==> src/rtl/ram_fifo_ctrl.sv <==
// Byte FIFO built around an external 128x8 single-port synchronous RAM.
// Prefetch reads win the single port over producer writes; the head entry lives in m_data.
module ram_fifo_ctrl #(
  parameter int ADDR_W = 7,
  parameter int DATA_W = 8
) (
  input  logic              clk,
  input  logic              rst_n,
  input  logic              s_valid,
  output logic              s_ready,
  input  logic [DATA_W-1:0] s_data,
  output logic              m_valid,
  input  logic              m_ready,
  output logic [DATA_W-1:0] m_data,
  output logic [ADDR_W+1:0] count,
  output logic              full,
  output logic              empty,
  output logic              we,
  output logic [ADDR_W-1:0] addr,
  output logic [DATA_W-1:0] data_in,
  input  logic [DATA_W-1:0] data_out
);

  localparam int DEPTH = 1 << ADDR_W;

  logic [ADDR_W-1:0] wr_ptr;
  logic [ADDR_W-1:0] rd_ptr;
  logic [ADDR_W:0]   ram_cnt;
  logic              rd_pend;
  logic              rd_issue;

  // Prefetch only when the output register and the read pipe are both free.
  assign rd_issue = !m_valid && !rd_pend && (ram_cnt != '0);

  assign full    = (ram_cnt == (ADDR_W+1)'(DEPTH));
  assign s_ready = !full && !rd_issue && rst_n;
  assign we      = s_valid && s_ready;
  assign addr    = rd_issue ? rd_ptr : wr_ptr;
  assign data_in = s_data;

  assign count = (ADDR_W+2)'(ram_cnt) + (ADDR_W+2)'(rd_pend) + (ADDR_W+2)'(m_valid);
  assign empty = (count == '0);

  // NOTE: reset is sampled on the clock edge, so it sits inside the clocked
  // block rather than in the sensitivity list; all state uses <= to avoid races.
  always_ff @(posedge clk) begin
    if (!rst_n) begin
      wr_ptr  <= '0;
      rd_ptr  <= '0;
      ram_cnt <= '0;
      rd_pend <= 1'b0;
      m_valid <= 1'b0;
      m_data  <= '0;
    end else begin
      if (we) begin
        wr_ptr <= wr_ptr + ADDR_W'(1);
      end
      if (rd_issue) begin
        rd_ptr <= rd_ptr + ADDR_W'(1);
      end

      // we and rd_issue are mutually exclusive because s_ready masks rd_issue.
      if (we) begin
        ram_cnt <= ram_cnt + (ADDR_W+1)'(1);
      end else if (rd_issue) begin
        ram_cnt <= ram_cnt - (ADDR_W+1)'(1);
      end

      rd_pend <= rd_issue;

      // A pending read only exists while the output register is empty.
      if (rd_pend) begin
        m_data  <= data_out;
        m_valid <= 1'b1;
      end else if (m_valid && m_ready) begin
        m_valid <= 1'b0;
      end
    end
  end

endmodule

==> config.mk <==
export PLATFORM = sky130hd
export DESIGN_NAME = ram_fifo_ctrl
export DESIGN_NICKNAME = d
export VERILOG_FILES = /design/src/rtl/ram_fifo_ctrl.sv
export SDC_FILE = /design/constraint.sdc
export NUM_CORES = 1
export LEC_CHECK = 0
export ABC_AREA = 1
export BUFFER_PORTS_ARGS = -buffer_cell sky130_fd_sc_hd__clkbuf_2
export CORE_ASPECT_RATIO = 1.4
export CORE_UTILIZATION = 30
export CTS_BUF_LIST = sky130_fd_sc_hd__clkbuf_4
export DETAILED_ROUTE_END_ITERATION = 8
export SLEW_MARGIN = 40
export SYNTH_ARGS = -nofsm -noshare
export SYNTH_HDL_FRONTEND = slang
export SYNTH_SLANG_ARGS = --single-unit
==> constraint.sdc <==
create_clock -name clk -period 2.8 [get_ports clk]
set_input_delay 0.28 -clock clk [delete_from_list [all_inputs] [get_ports clk]]
set_output_delay 0.28 -clock clk [all_outputs]
set_load 0.005 [all_outputs]
==> reports/results.txt <==
Clock sinks -> 32
Number of fill cells -> 684
Top cells by area, synth -> dfxtp_1 (33%), nand2_1 (9.7%), nor2_1 (9.5%), inv_1 (6.4%), o21ai_0 (5.9%)
CP startpoint -> ram_cnt[0]$_SDFFE_PN0P_
Total number of vias -> 1838
Die height -> 97.2 µm
Grt met3 use -> 3.11%
Syn. warnings -> 0
CTS tree -> built
Endpoints failing setup -> 0
Crit path max fanout -> 4
Post-Synthesis Cell Area -> 1940 µm²
Syn nets -> 313
Worst-skew pair later-pin latency -> 0.34 ns
Core box area -> 6210 µm²
Post-synthesis xor/xnor area fraction -> 6.77%
Clk root buf -> clkbuf_4
Grt total ovfl -> 0
Max_cap viols -> 0
Global-route track usage on met1 -> 16.3%
RD Place Congestion -> 0.817
I/O Pins -> 57
H-tree Lvls -> 2
CTS Buffer Depth -> 2
ANT cells -> 0
RSZ-0062 raised after global routing -> no
Die Wd -> 70.0 µm
Reg clk slew, reported paths -> 0.10 ns
Avg WL per Cell -> 11.6 µm
#FFs+latches synth -> 32
Worst hold path type -> in2reg
FP Rows -> 34
Drt pass-1 iters -> 4
Final period utilization -> 94.0%
Setup TNS Final -> 0 ns
Simple logic cell fraction of the synthesized area -> 28.0%
Leakage -> 1.10 nW
HP Start -> m_ready
Routed Antenna Nets -> 0
Global-route wire length before repair -> 7690 µm
Syn Area/Cell -> 6.88 µm²
Initial antenna violation count -> 0
Yosys top cell area share -> 33.0%
Cell count after synthesis -> 282
Clock skew -> 0.0103 ns
Most used routing layer -> met2
Starting density of the core -> 31.2%
Synthesized-area fraction occupied by adder cells -> 7.87%
Initial DRC Count -> 62
Tmin final -> 2.63 ns
Post-synth top area cell -> dfxtp_1
Register area share after synthesis -> 33.0%
Area growth from synthesis to layout -> 16.8%
Crit path kind -> reg2out
Maximum VDD drop -> 0.421 mV
Nature of the critical path startpoint -> flip-flop
Final std cells w/o fill -> 393
Die Area -> 6800 µm²
CTS Hold Bufs -> 0
Post-synthesis mux area share -> 0%
Data required time of the critical path -> 2.52 ns
FMAX -> 380 MHz
Share of layout cells above drive strength 1 -> 20.6%
Port bufs -> 40
Fin. Hold Viols -> 0
Routing usage on met2 -> 23.8%
DP Cell Count -> 384
Fin nets -> 351
Worst path arrival time -> 2.35 ns
Worst relative slew slack -> 78.5%
Synth Area in Compound Gates -> 12.8%
Vias in the first global route -> 1745
Least-Margin Pin Slew -> 0.320 ns
Endpoint type of the worst setup path -> primary output
DR DRC count -> 0
Maximum number of pins on one net before global-route repair -> 26
Largest family of logic cells by synthesized area -> simple AND/OR/NAND/NOR gates
Reg-to-Reg Start -> ram_cnt[3]$_SDFFE_PN0P_
Final wirelength -> 4560 µm
GRT Util Overall -> 14.0%
Vias/cell -> 4.68
CTS buffer count -> 5
Yosys cell types -> 29
Pins over their slew limit -> 0
PwrDens -> 999 nW/µm²
Detail Placement HPWL -> 3470 µm
Status -> finished clean
-- final timing paths --
kind / slack [ns] / endpoint / depth (start not counted)
worst min-delay path: 0.14 / m_valid$_SDFFE_PN0P_ / 2
worst min register to register: 0.47 / rd_ptr[6]$_SDFFE_PN0P_ / 2
worst max-delay path: 0.17 / empty / 9
worst max register to register: 0.36 / ram_cnt[7]$_SDFFE_PN0P_ / 12
-- critical path, cell delays in order, from the launching register on --
cell and delay, ns:
dfxtp_2 0.36, inv_1 0.09, fa_1 0.40, inv_1 0.08, ha_1 0.23, or2_2 0.30, nor3_1 0.18, nand3b_1 0.14
nor2_1 0.12, clkbuf_2 0.11
-- layout make-up --
class,count,area (µm²),area share [%]
Sequential cell,32,647,28.5
Clock buffer,6,45.0,1.99
Clock inverter,2,35.0,1.55
Timing Repair Buffer,46,245,10.8
Multi-Input combinational cell,201,1080,47.5
Inverter,34,128,5.63
Tap cell,72,90.1,3.98
-- logic make-up (layout without fill, tap and decap cells) --
logic type,Yosys count,in the layout
AO/OA/AOI/OAI,45,45
flip-flops,32,32
buffers and inverters,49,88
AND/OR/NAND/NOR,130,130
adder cells (fa/ha/maj),11,11
XOR/XNOR,15,15
-- metal layers --
layer	up-vias	wire length, µm
met5	-	0
met4	0	131
met3	12	220
met2	41	2210
met1	824	1990
li1	961	-
-- Yosys cell counts (all sizes together) --
| master | instances |
|---|---|
| xnor2 | 6 |
| a21oi | 18 |
| nand3b | 1 |
| o21ai | 24 |
| a211oi | 1 |
| a21boi | 1 |
| inv | 34 |
| nor3 | 5 |
| nand3 | 17 |
| buf | 11 |
| nand2 | 51 |
| dfxtp | 32 |
| clkbuf | 4 |
| nor2 | 52 |
| fa | 2 |
| ha | 9 |
| nand4 | 2 |
| xor2 | 9 |
| or2 | 1 |
| and3 | 1 |
| o21bai | 1 |
-- flip-flops by register name, summed over array words and instances (netlist names) --
register	cells
ram_cnt	8
rd_ptr	7
m_data	8
wr_ptr	7
m_valid	1
rd_pend	1
-- metrics by stage --
step	total power, mW	worst slack, ns	utilization [%]	instance area (µm²)	hold WS (ns)
6_report	2.26	0.168	36.5	2270	0.140
5_1_grt	2.50	0.0111	36.5	2270	0.116
4_1_cts	2.28	0.0573	36.3	2250	0.120
3_5_place_dp	1.91	0.316	35.0	2170	0.460
3_3_place_gp	1.89	0.381	35.0	2170	0.453
2_1_floorplan	1.56	0.556	-	1940	0.380
-- power by group --
part	internal [mW]	switching (mW)	leakage [nW]	total, mW
Combinational	0.495	0.711	0.788	1.21
Clock	0.197	0.163	0.0456	0.360
Sequential	0.572	0.127	0.264	0.698
-- placed cells by master, fill, tap and decap left out --
master     synthesis  routed
dfxtp_4            0       1
o21ai_0           23      23
clkinv_2           0       1
buf_4              8       6
a211oi_1           1       1
a21oi_2            1       1
inv_2              1       1
nand2_2            1       1
nand4_1            2       2
o21ai_4            1       1
nand2_1           50      50
clkbuf_4           0       6
fa_1               2       2
nor2_1            49      49
xor2_1             9       9
a21boi_0           1       1
nand3b_1           1       1
nor3_1             5       5
inv_1             33      33
or2_2              1       1
bufinv_16          0       1
and3_1             1       1
nand3_1           16      16
nand3_2            1       1
ha_1               9       9
a21oi_1           17      17
dfxtp_2            0       2
dfxtp_1           32      29
o21bai_1           1       1
nor2_2             3       3
xnor2_1            6       6
clkbuf_2           0      40
-- what timing repair did --
item,in CTS,in global routing
setup endpoints to repair,1,1
resized for setup,1,3
buffers inserted,0,1
cloned,0,0
Note: power is estimated with default switching activity, not from simulation.
